### src/rtl/spi_frame_loader.sv
// SPI mode-0 slave that loads 1-bit RGB pixels into a 1024-entry frame buffer.
// Define LOADER_ECHO_EN to echo the previously completed byte on sdo.
module spi_frame_loader #(
  parameter int unsigned SYNC_STAGES = 2
) (
  input  logic       clk,
  input  logic       rst_n,
  input  logic       sck,
  input  logic       sdi,
  input  logic       cs_n,
  output logic       sdo,
  output logic       we,
  output logic [9:0] adr_out,
  output logic       R_out,
  output logic       G_out,
  output logic       B_out,
  output logic       frame_done
);

  localparam int unsigned AW = 10;
  localparam int unsigned BW = 8;
  localparam logic [BW-1:0] CMD_FRAME = 8'hA0;
  localparam logic [BW-1:0] CMD_CONT  = 8'hA1;
  localparam logic [BW-1:0] CMD_ADDR  = 8'hB0;
  localparam logic [AW-1:0] ADDR_LAST = 10'h3FF;

  typedef enum logic [2:0] {IDLE, CMD, PIXEL, ADDR_HI, ADDR_LO, IGNORE} state_t;

  logic [SYNC_STAGES-1:0] sck_sync, sdi_sync, cs_sync;
  logic                   sck_prev, cs_prev;
  logic                   sck_s, sdi_s, cs_s;
  logic                   sck_rise, cs_fall;
  logic [2:0]             bit_cnt;
  logic [BW-1:0]          shreg;
  logic                   byte_valid;
  logic [AW-1:0]          addr;
  state_t                 state, state_next;
  logic                   write_c, clr_addr_c, ld_hi_c, ld_lo_c;

  // Input synchronizers, reset to the idle bus levels
  always_ff @(posedge clk or negedge rst_n) begin
    if (!rst_n) begin
      sck_sync <= '0;
      sdi_sync <= '0;
      cs_sync  <= '1;
      sck_prev <= 1'b0;
      cs_prev  <= 1'b1;
    end else begin
      sck_sync <= {sck_sync[SYNC_STAGES-2:0], sck};
      sdi_sync <= {sdi_sync[SYNC_STAGES-2:0], sdi};
      cs_sync  <= {cs_sync[SYNC_STAGES-2:0], cs_n};
      sck_prev <= sck_s;
      cs_prev  <= cs_s;
    end
  end

  assign sck_s    = sck_sync[SYNC_STAGES-1];
  assign sdi_s    = sdi_sync[SYNC_STAGES-1];
  assign cs_s     = cs_sync[SYNC_STAGES-1];
  assign sck_rise = sck_s & ~sck_prev;
  assign cs_fall  = ~cs_s & cs_prev;

  // Byte assembly; a deselect drops any partial byte
  always_ff @(posedge clk or negedge rst_n) begin
    if (!rst_n) begin
      bit_cnt    <= '0;
      shreg      <= '0;
      byte_valid <= 1'b0;
    end else if (cs_s) begin
      bit_cnt    <= '0;
      shreg      <= '0;
      byte_valid <= 1'b0;
    end else begin
      byte_valid <= 1'b0;
      if (sck_rise) begin
        shreg      <= {shreg[BW-2:0], sdi_s};
        bit_cnt    <= bit_cnt + 3'd1;
        byte_valid <= (bit_cnt == 3'd7);
      end
    end
  end

  always_ff @(posedge clk or negedge rst_n) begin
    if (!rst_n) state <= IDLE;
    else        state <= state_next;
  end

  always_comb begin
    state_next = state;
    if (cs_s) begin
      state_next = IDLE;
    end else begin
      case (state)
        IDLE:    if (cs_fall) state_next = CMD;
        CMD: begin
          if (byte_valid) begin
            if (shreg == CMD_FRAME || shreg == CMD_CONT) state_next = PIXEL;
            else if (shreg == CMD_ADDR)                  state_next = ADDR_HI;
            else                                         state_next = IGNORE;
          end
        end
        ADDR_HI: if (byte_valid) state_next = ADDR_LO;
        ADDR_LO: if (byte_valid) state_next = PIXEL;
        default: state_next = state;
      endcase
    end
  end

  // A byte arriving as cs_n rises is dropped because cs_s already reads high
  always_comb begin
    write_c    = 1'b0;
    clr_addr_c = 1'b0;
    ld_hi_c    = 1'b0;
    ld_lo_c    = 1'b0;
    if (!cs_s && byte_valid) begin
      case (state)
        CMD:     clr_addr_c = (shreg == CMD_FRAME);
        ADDR_HI: ld_hi_c    = 1'b1;
        ADDR_LO: ld_lo_c    = 1'b1;
        PIXEL:   write_c    = 1'b1;
        default: ;
      endcase
    end
  end

  // Write port and address pointer; outputs hold between writes
  always_ff @(posedge clk or negedge rst_n) begin
    if (!rst_n) begin
      addr       <= '0;
      we         <= 1'b0;
      adr_out    <= '0;
      R_out      <= 1'b0;
      G_out      <= 1'b0;
      B_out      <= 1'b0;
      frame_done <= 1'b0;
    end else begin
      we         <= write_c;
      frame_done <= write_c && (addr == ADDR_LAST);
      if (write_c) begin
        adr_out <= addr;
        R_out   <= shreg[0];
        G_out   <= shreg[1];
        B_out   <= shreg[2];
        addr    <= addr + 10'd1;
      end
      if (clr_addr_c) addr       <= '0;
      if (ld_hi_c)    addr[9:8]  <= shreg[1:0];
      if (ld_lo_c)    addr[7:0]  <= shreg;
    end
  end

`ifdef LOADER_ECHO_EN
  logic          sck_fall;
  logic [BW-1:0] echo;

  assign sck_fall = ~sck_s & sck_prev;

  // Reload on the falling edge after a byte boundary, otherwise shift MSB first
  always_ff @(posedge clk or negedge rst_n) begin
    if (!rst_n) begin
      echo <= '0;
    end else if (cs_s) begin
      echo <= '0;
    end else if (sck_fall) begin
      if (bit_cnt == 3'd0) echo <= shreg;
      else                 echo <= {echo[BW-2:0], 1'b0};
    end
  end

  assign sdo = echo[BW-1];
`else
  assign sdo = 1'b0;
`endif

endmodule

### config.mk
export PLATFORM = sky130hd
export DESIGN_NAME = spi_frame_loader
export DESIGN_NICKNAME = d
export VERILOG_FILES = /design/src/rtl/spi_frame_loader.sv
export SDC_FILE = /design/constraint.sdc
export NUM_CORES = 1
export LEC_CHECK = 0
export CAP_MARGIN = 20
export CORE_ASPECT_RATIO = 1.2
export CORE_MARGIN = 2
export CORE_UTILIZATION = 35
export DETAILED_ROUTE_END_ITERATION = 10
export PLACE_DENSITY = 0.5
export SETUP_SLACK_MARGIN = 0.4
export SYNTH_ARGS = -nofsm -noshare
export SYNTH_HDL_FRONTEND = slang
export SYNTH_SLANG_ARGS = --single-unit
### constraint.sdc
create_clock -name clk -period 2.4 [get_ports clk]
set_clock_uncertainty 0.15 [all_clocks]
set_input_delay 0.6 -clock clk [delete_from_list [all_inputs] [get_ports clk]]
set_output_delay 0.6 -clock clk [all_outputs]
set_load 0.005 [all_outputs]
== Yosys cells after proc, flatten, opt, wreduce, memory -nomap -nowiden ==
Index checks and enable logic that the tools add are counted.

* Register bits after elaboration: 48
* Bits in latches: 0
* Memory bits (writable): 0
* ROM bits: 0
* Bits of input ports: 5
* Output and inout port bits: 16
* Memories kept: 0

* Add/subtract/negate cells: 2
* Multiply operators: 0
* Div/mod/pow operators: 0
* Order comparisons: 0
* Eq/ne operators: 13
* Shift operators: 0
* Muxes and demuxes: 26
* Bitwise operators: 4
* Reductions and logical operators: 10

{| class="wikitable"
|+ Operators by type and width
! cell !! number
|-
| 2-to-1 mux 3 bit || 9
|-
| equality test 8 bit (second input constant) || 3
|-
| 2-to-1 mux 8 bit || 3
|-
| 2-to-1 mux 10 bit || 2
|-
| inequality test 3 bit (second input constant) || 4
|-
| case mux 3 bit (4 select lines) || 1
|-
| adder 10 x 1 -> 10 bit (second input constant) || 1
|-
| equality test 10 bit (second input constant) || 1
|-
| 2-to-1 mux 1 bit || 10
|-
| equality test 3 x 2 -> 1 bit (second input constant) || 2
|-
| equality test 3 bit (second input constant) || 2
|-
| nonzero test 3 bit || 2
|-
| AND reduction 5 bit || 1
|-
| nonzero test 5 bit || 1
|-
| adder 3 x 1 -> 3 bit (second input constant) || 1
|-
| equality test 3 x 1 -> 1 bit (second input constant) || 1
|-
| logical NOT 3 bit || 1
|-
| AND 1 bit || 2
|-
| logical AND 1 bit || 2
|-
| 2-to-1 mux 2 bit || 1
|-
| inverter 1 bit || 2
|-
| nonzero test 2 bit || 1
|-
| logical NOT 1 bit || 1
|-
| logical OR 1 bit || 1
|}

== Depth between registers and ports, before layout ==
Gate-level depths: netlist of run 1.

* Depth after elaboration: 6
* Gate-level depth with buffers: 8

== Worst setup path after synthesis of run 1 ==
Ideal clock, no wire load.

* Kind: register to register
* Start: register cs_sync[1]
* End: register addr[5]
* Library setup time: 0.119 ns
* Data arrival time: 1.598 ns
* Setup slack: 0.534 ns
* Stages on the path, launching flop included: 8
* Clock period less this slack: 1.866 ns
* Cells stage by stage: dfstp_2 buf_2 and4bb_2 nand2b_1 buf_2 buf_2 a21oi_1 o21a_1

* Longest elaborated chain between the ends: 5

{| class="wikitable"
|+ Ends and longest elaborated chain
! what !! RTL line !! RTL
|-
| start: declaration || 29 || <nowiki>logic [SYNC_STAGES-1:0] sck_sync, sdi_sync, cs_sync;</nowiki>
|-
| start signal: assignment || 51 || <nowiki>cs_sync <= {cs_sync[SYNC_STAGES-2:0], cs_n};</nowiki>
|-
| logical NOT 1 bit (*) || 115 || <nowiki>if (!cs_s && byte_valid) begin</nowiki>
|-
| logical AND 1 bit (*) || 115 ||
|-
| 2-to-1 mux 1 bit || 115 ||
|-
| 2-to-1 mux 10 bit || 146 || <nowiki>if (clr_addr_c) addr <= '0;</nowiki>
|-
| 2-to-1 mux 8 bit || 148 || <nowiki>if (ld_lo_c) addr[7:0] <= shreg;</nowiki>
|-
| end signal: assignment || 144 || <nowiki>addr <= addr + 10'd1;</nowiki>
|-
| end signal: assignment || 148 ||
|-
| end: declaration || 36 || <nowiki>logic [AW-1:0] addr;</nowiki>
|}

Mark *: on every way between the ends. The rest lies on a longest branch, timed or not.
A chain may end at the register's enable or synchronous reset.

== Worst setup path after layout of run 1 ==
* Start: register shreg[2]
* End: register addr[5]

* Longest elaborated chain between the ends: 5

{| class="wikitable"
|+ Ends and longest elaborated chain
! what !! RTL line !! RTL
|-
| start: declaration || 34 || <nowiki>logic [BW-1:0] shreg;</nowiki>
|-
| start signal: assignment || 76 || <nowiki>shreg <= {shreg[BW-2:0], sdi_s};</nowiki>
|-
| equality test 8 bit (*) || 117 || <nowiki>CMD: clr_addr_c = (shreg == CMD_FRAME);</nowiki>
|-
| 2-to-1 mux 1 bit (*) || 116 || <nowiki>case (state)</nowiki>
|-
| 2-to-1 mux 1 bit (*) || 115 ||
|-
| 2-to-1 mux 10 bit || 146 ||
|-
| 2-to-1 mux 8 bit || 148 ||
|}

Marked as above.

==> impl_metrics.json, run 1 <==
{
  "maxCapViolations": 0,
  "gp_congestion": 0.8234,
  "netlist.area_leader.share": 0.5062,
  "synth_top_cells_by_count": "sky130_fd_sc_hd__nand2_1 (69), sky130_fd_sc_hd__dfrtp_1 (45), sky130_fd_sc_hd__a21oi_1 (17)",
  "netlist_top_cells_area": "sky130_fd_sc_hd__dfrtp_1 (51%), sky130_fd_sc_hd__nand2_1 (12%), sky130_fd_sc_hd__a21oi_1 (3.8%)",
  "cp_delay_by_family_top": "simple AND/OR/NAND/NOR gates",
  "die_h_microns": 91.34,
  "whs_ns": 0.01474,
  "max_clock_freq_mhz": 518.6,
  "biggest_cell_delay_along_the_critical_path_ns": 0.48,
  "synth.yosys.seq_area_share": 0.5416,
  "start_util": 0.3653,
  "io_buffer_count": 19,
  "run_status": "completed",
  "worst_ep_required_time_ns": 2.45,
  "initial_drc_count": 86,
  "path_buf_inv": 1,
  "p_sw_frac": 0.2387,
  "place_hpwl_microns": 3340,
  "dr_total_vias": 1686,
  "regToRegStartpoint": "shreg[2]",
  "grt_first_pass_wirelength_microns": 8362,
  "num-nets-final": 261,
  "boundaryPins": 21,
  "met1_usage": 0.1900,
  "hold_class": "in2async",
  "gr-usage-all-layers": 0.1499,
  "grt_pass1_vias": 1694,
  "grt_max_degree": 25,
  "final_cells": 336,
  "clk-insertion-delay-late_ns": 0.30,
  "net-switching-power_w": 0.0003280,
  "cts_tree": "done",
  "layout-drive-gt1-share": 0.1457,
  "worst_path_max_delay_cell": "sky130_fd_sc_hd__dfrtp_2",
  "ir_worst_vdd_mv": 0.3046,
  "globalRouteMet3Util": 0.03479,
  "fp.coreArea_sq_mm": 0.006090,
  "die_width_microns": 76.78,
  "final-max-slew-violation-count": 0,
  "power.static_leakage_nw": 1.117,
  "share_seq_of_total_power": 0.607,
  "postSynthNetCount": 239,
  "synth.ff_latch_count": 48,
  "synth-async-reset-ratio": 1.000,
  "path_clk_slew_ns": 0.09,
  "period_needed_ns": 1.928,
  "timing.critical_path.arrival_ns": 1.98,
  "detail-route-antenna-nets": 0,
  "grt.busiest_layer": "met2",
  "synth_cells": 231,
  "share_comb_of_total_power": 0.040,
  "yosysMostFrequentCell": "sky130_fd_sc_hd__nand2_1",
  "place_inst": 325,
  "yosys_warnings": 0,
  "crit_path_cell_trace": "nor4b_4 -> and3_4 -> a31oi_4 -> buf_4 -> a22o_1 -> o21a_1",
  "kind_of_capture_point_of_the_worst_setup_path": "flip-flop",
  "num_antenna_cells": 0,
  "global_route.overflow_total": 0,
  "setup.worst_path.start_class": "flip-flop",
  "cell_internal_pwr_w": 0.001046,
  "hold_violations": 0,
  "synth_enable_flop_cells": 0,
  "post-route-period-util": 0.8035,
  "post-route-drc-count": 0,
  "netlist.top_cell.by_area": "sky130_fd_sc_hd__dfrtp_1",
  "total_cts_buffers": 5,
  "timing.reg2reg.setup_slack_ns": 0.47,
  "ctsHtreeMaxLevel": 2,
  "via_per_inst": 5.018,
  "grt_setup_unrepaired": "yes",
  "clock_tree.buffer_depth": 2,
  "crit-reg2reg-capture": "addr[5]",
  "wire_per_inst_microns": 14.18,
  "grt_antenna_before_repair": 0,
  "cts_root_buffer": "sky130_fd_sc_hd__clkbuf_8",
  "synth.avg_cell_area_sq_um": 9.630,
  "gr-usage-met2": 0.2529,
  "post_synth_num_cell_types": 45,
  "total_die_area_sq_mm": 0.007013,
  "worst-r2r-cell-count": 6,
  "p_per_area_mw_per_mm2": 521.3,
  "wirelength_microns": 4765,
  "cts_sinks": 48,
  "layout-area-overhead-vs-synth_pct": 18.50,
  "ys_dominant_reg_cell": "sky130_fd_sc_hd__dfrtp_1",
  "final-setup-viol-count": 0,
  "share_clk_of_total_power": 0.354,
  "fin_setup_tns_ns": 0,
  "detailedRoute.firstPassIterationCount": 4,
  "critical_path_peak_fanout": 11,
  "fillCellCount": 617,
  "syn_area_sq_mm": 0.002225,
  "timing_worst_setup_path_type": "reg2reg",
  "std_cell_rows": 31
}
## cell usage in the layout, fill, tap and decap left out, types with 2 or more instances in the layout
| cell | instances |
|---|---|
| sky130_fd_sc_hd__nor3_1 | 3 |
| sky130_fd_sc_hd__a22o_1 | 3 |
| sky130_fd_sc_hd__a2bb2oi_1 | 2 |
| sky130_fd_sc_hd__dfrtp_2 | 4 |
| sky130_fd_sc_hd__clkdlybuf4s50_1 | 18 |
| sky130_fd_sc_hd__ha_1 | 3 |
| sky130_fd_sc_hd__nor2b_1 | 2 |
| sky130_fd_sc_hd__xnor2_1 | 2 |
| sky130_fd_sc_hd__buf_12 | 2 |
| sky130_fd_sc_hd__dfrtp_1 | 41 |
| sky130_fd_sc_hd__clkbuf_8 | 5 |
| sky130_fd_sc_hd__nand2b_1 | 2 |
| sky130_fd_sc_hd__clkinv_2 | 2 |
| sky130_fd_sc_hd__nand3_1 | 6 |
| sky130_fd_sc_hd__nand2_1 | 69 |
| sky130_fd_sc_hd__a2bb2oi_2 | 2 |
| sky130_fd_sc_hd__inv_1 | 7 |
| sky130_fd_sc_hd__a22oi_1 | 4 |
| sky130_fd_sc_hd__buf_4 | 7 |
| sky130_fd_sc_hd__nor2_1 | 11 |
| sky130_fd_sc_hd__a21oi_1 | 17 |
| sky130_fd_sc_hd__o21ai_0 | 11 |
| sky130_fd_sc_hd__nand4_1 | 2 |
| sky130_fd_sc_hd__dfstp_2 | 3 |
## sequential cells by signal, indices dropped and copies added, names as in the netlist
name	cells
B_out	1
G_out	1
R_out	1
addr	10
adr_out	10
bit_cnt	3
byte_valid	1
cs_prev	1
cs_sync	2
frame_done	1
sck_prev	1
sck_sync	2
sdi_sync	2
shreg	8
state	3
we	1
## per-stage QoR
stage,area (sq um),power (W),util,setup WS [ns]
after detailed placement,2505,0.0009064,0.4113,0.3709
after floorplan,2225,0.0008715,-,0.5335
after global routing,2636,0.001443,0.4329,0.3851
after CTS,2594,0.001399,0.4259,0.4016
after global placement,2505,0.0009054,0.4113,0.3845
final,2636,0.001374,0.4329,0.4717
## repair_timing
| action | CTS | global route |
|---|---|---|
| pin swaps | 0 | 3 |
| endpoints found under the setup margin | 2 | 4 |
| gates resized for setup | 1 | 4 |
| hold buffers | 0 | 0 |
| buffers inserted | 0 | 3 |
## cell families (layout without fill, tap and decap cells)
family                     count (synthesis)  after routing  share of synthesized area
xor gates and xnor gates                   2              2                   0.007875
DFF                                       48             48                     0.5416
other                                      1              1                   0.001686
buffers and inverters                     22             45                    0.04612
adders and majority gates                  3              3                    0.01687
AOI/OAI and AO/OA                         52             52                     0.1716
and+or+nand+nor                          103            103                     0.2143
## worst reg2reg max path: cells and delay by family (launching register included)
kind	cells	cell delay, ns
buffers and inverters	1	0.19
AOI/OAI and AO/OA	3	0.43
DFF	1	0.48
and+or+nand+nor	2	0.59
## per-layer routing
metal | wire length, microns | up-vias | part of all wire
met3 | 183 | 2 | 0.038
met1 | 2194 | 820 | 0.46
met2 | 2363 | 37 | 0.50
met4 | 23 | 0 | 0.0048
met5 | 0 | - | 0
li1 | - | 827 | -
## power groups by stage
stage | Sequential (W) | Clock [W] | Combinational, W
3_5_place_dp | 0.000850 | 0 | 0.0000567
5_1_grt | 0.000836 | 0.000544 | 0.0000637
6_report | 0.000834 | 0.000486 | 0.0000544
2_1_floorplan | 0.000841 | 0 | 0.0000300
3_3_place_gp | 0.000849 | 0 | 0.0000562
4_1_cts | 0.000834 | 0.000509 | 0.0000569
## how the worst max path moves through the flow
stage	from	to	slack (ns)	cells after the start
after floorplan	cs_sync[1]	addr[5]	0.53	7
after global placement	shreg[1]	addr[4]	0.38	5
after detailed placement	shreg[1]	addr[4]	0.37	5
after CTS	shreg[1]	addr[4]	0.40	5
after global routing	shreg[3]	addr[6]	0.39	6
final	shreg[2]	addr[5]	0.47	6
## cell type report
cell class	instances	area, sq um	share of cell area
clock inverters	3	18.77	0.007119
well taps	82	102.6	0.03892
flip-flops and latches	48	1210	0.4589
inverters	8	30.03	0.01139
clock buffers	5	68.82	0.02610
repair buffers	29	289.0	0.1096
multi-input cells	161	917.1	0.3479
No activity file was read; power rests on OpenSTA's default activity.
==> run 2, diff against run 1 <==
- clock period: 2.4 -> 2 ns (I/O delays scaled with it)
==> impl_metrics.json, run 2 (same netlist as run 1, synthesis figures left out) <==
{
  "initial_drc_count": 120,
  "gp_congestion": 0.8206,
  "wirelength_microns": 5950,
  "max_clock_freq_mhz": 556.9,
  "cts_root_buffer": "sky130_fd_sc_hd__clkbuf_8",
  "grt_pass1_vias": 1964,
  "via_per_inst": 5.038,
  "cts_sinks": 48,
  "maxCapViolations": 0,
  "grt_setup_unrepaired": "yes",
  "grt_max_degree": 19,
  "hold_class": "reg2reg",
  "layout-drive-gt1-share": 0.3706,
  "num-nets-final": 293,
  "cell_internal_pwr_w": 0.001302,
  "grt_first_pass_wirelength_microns": 9597,
  "crit_end": "addr[3]",
  "worst_path_max_delay_cell": "sky130_fd_sc_hd__dfrtp_2",
  "whs_ns": 0.2080,
  "std_cell_rows": 31,
  "io_buffer_count": 19,
  "setup.worst_path.start_class": "flip-flop",
  "share_comb_of_total_power": 0.051,
  "detailedRoute.firstPassIterationCount": 4,
  "wire_per_inst_microns": 16.17,
  "gr-usage-all-layers": 0.1719,
  "net-switching-power_w": 0.0003906,
  "period_needed_ns": 1.796,
  "clk-insertion-delay-late_ns": 0.30,
  "fin_setup_tns_ns": 0,
  "place_hpwl_microns": 3375,
  "final-setup-viol-count": 0,
  "ir_worst_vdd_mv": 0.3833,
  "post-route-period-util": 0.8978,
  "timing.critical_path.from": "shreg[2]",
  "layout_commonest_cell": "sky130_fd_sc_hd__nand2_1",
  "biggest_cell_delay_along_the_critical_path_ns": 0.44,
  "timing_worst_setup_path_type": "reg2reg",
  "post-route-drc-count": 0,
  "sequential_cell_area_sq_mm": 0.001209,
  "start_util": 0.3653,
  "p_per_area_mw_per_mm2": 525.4,
  "fp.coreArea_sq_mm": 0.006090,
  "critical_path_peak_fanout": 7,
  "timing.critical_path.arrival_ns": 1.86,
  "grt_antenna_before_repair": 0,
  "regToRegStartpoint": "shreg[2]",
  "clock_tree.buffer_depth": 2,
  "die_width_microns": 76.78,
  "cts_tree": "done",
  "total_die_area_sq_mm": 0.007013,
  "layout-area-overhead-vs-synth_pct": 44.83,
  "share_seq_of_total_power": 0.588,
  "fillCellCount": 563,
  "run_status": "completed",
  "dr_total_vias": 1854,
  "crit_path_cell_trace": "nor4b_4 -> and3_4 -> a31oi_4 -> a22o_1 -> a22oi_1",
  "path_clk_slew_ns": 0.09,
  "total_cts_buffers": 5,
  "boundaryPins": 21,
  "final-max-slew-violation-count": 0,
  "worst-r2r-cell-count": 5,
  "multiInputGateArea_sq_mm": 0.001147,
  "layout_top_registers": "addr (10), adr_out (10), shreg (8)",
  "global_route.overflow_total": 0,
  "share_clk_of_total_power": 0.361,
  "hold_violations": 0,
  "worst_ep_required_time_ns": 2.07,
  "die_h_microns": 91.34,
  "most-common-layout-cells": "sky130_fd_sc_hd__nand2_1 (49), sky130_fd_sc_hd__dfrtp_1 (42), sky130_fd_sc_hd__buf_4 (24)",
  "num_antenna_cells": 0,
  "kind_of_capture_point_of_the_worst_setup_path": "flip-flop",
  "timing.reg2reg.setup_slack_ns": 0.20,
  "power.static_leakage_nw": 1.401,
  "p_sw_frac": 0.2308,
  "crit-reg2reg-capture": "addr[3]",
  "ctsHtreeMaxLevel": 2,
  "detail-route-antenna-nets": 0
}
run 2: changes by cell type in the layout (fill, tap and decap cells not counted), sizes merged:
cell,delta
clkinv,-3
clkbuf,+3
dlygate4sd3,+1
clkdlybuf4s50,-15
clkdlybuf4s15,+15
buf,+29
clkinvlp,+1
a31oi,+1
run 2: how the worst min path moves through the flow:
stage / start / end / cells after the start / slack, ns
finish: sdi_sync[0] / sdi_sync[1] / 0 / 0.21
global route: cs_sync[0] / cs_sync[1] / 0 / 0.22
floorplan: rst_n / B_out / 0 / 0.05
detailed placement: sdi_sync[0] / sdi_sync[1] / 0 / 0.19
CTS: sdi_sync[0] / sdi_sync[1] / 0 / 0.21
global placement: sdi_sync[0] / sdi_sync[1] / 0 / 0.18
run 2: routing by layer:
metal  routed length (microns)  up-vias  track usage
met4                        87        0      0.05909
met1                      2423      915       0.1927
li1                          -      894            -
met2                      3287       38       0.3268
met5                         0        -            0
met3                       151        7      0.02485
run 2: timing repair:
item	in CTS	in global routing
hold endpoints to repair	11	0
gates cloned	3	1
resized for setup	62	41
hold buffers	1	0
pin swaps	22	25
buffers inserted	16	8
setup endpoints to repair	37	32
run 2: worst max-delay path, delay by kind of cell, from the launching register on:
family / cells / cell delay (ns)
AOI/OAI and AO/OA: 3 / 0.54
DFF: 1 / 0.44
and+or+nand+nor: 2 / 0.57
run 2: power groups by stage:
stage	sequential [W]	clock [W]	combinational [W]
2_1_floorplan	0.00101	0	0.0000390
5_1_grt	0.000998	0.000665	0.0000987
3_5_place_dp	0.00102	0	0.0000747
4_1_cts	0.000995	0.000629	0.0000874
6_report	0.000995	0.000611	0.0000866
3_3_place_gp	0.00102	0	0.0000742
run 2: final cells by class:
type,count,area share
Sequential cell,48,0.3751
Multi-Input combinational cell,162,0.3561
Inverter,8,0.01320
Clock buffer,7,0.02680
Timing Repair Buffer,60,0.1946
Tap cell,82,0.03184
Clock inverter,1,0.002330
run 2: through the flow:
step,worst slack [ns],util,cells,area (sq um),power [W]
after global routing,0.1275,0.5291,368,3222,0.001761
after floorplan,0.2589,-,231,2295,0.001049
final,0.2044,0.5291,368,3222,0.001693
after global placement,0.09870,0.4251,331,2589,0.001091
after CTS,0.2138,0.4944,359,3010,0.001711
after detailed placement,0.09372,0.4251,331,2589,0.001092
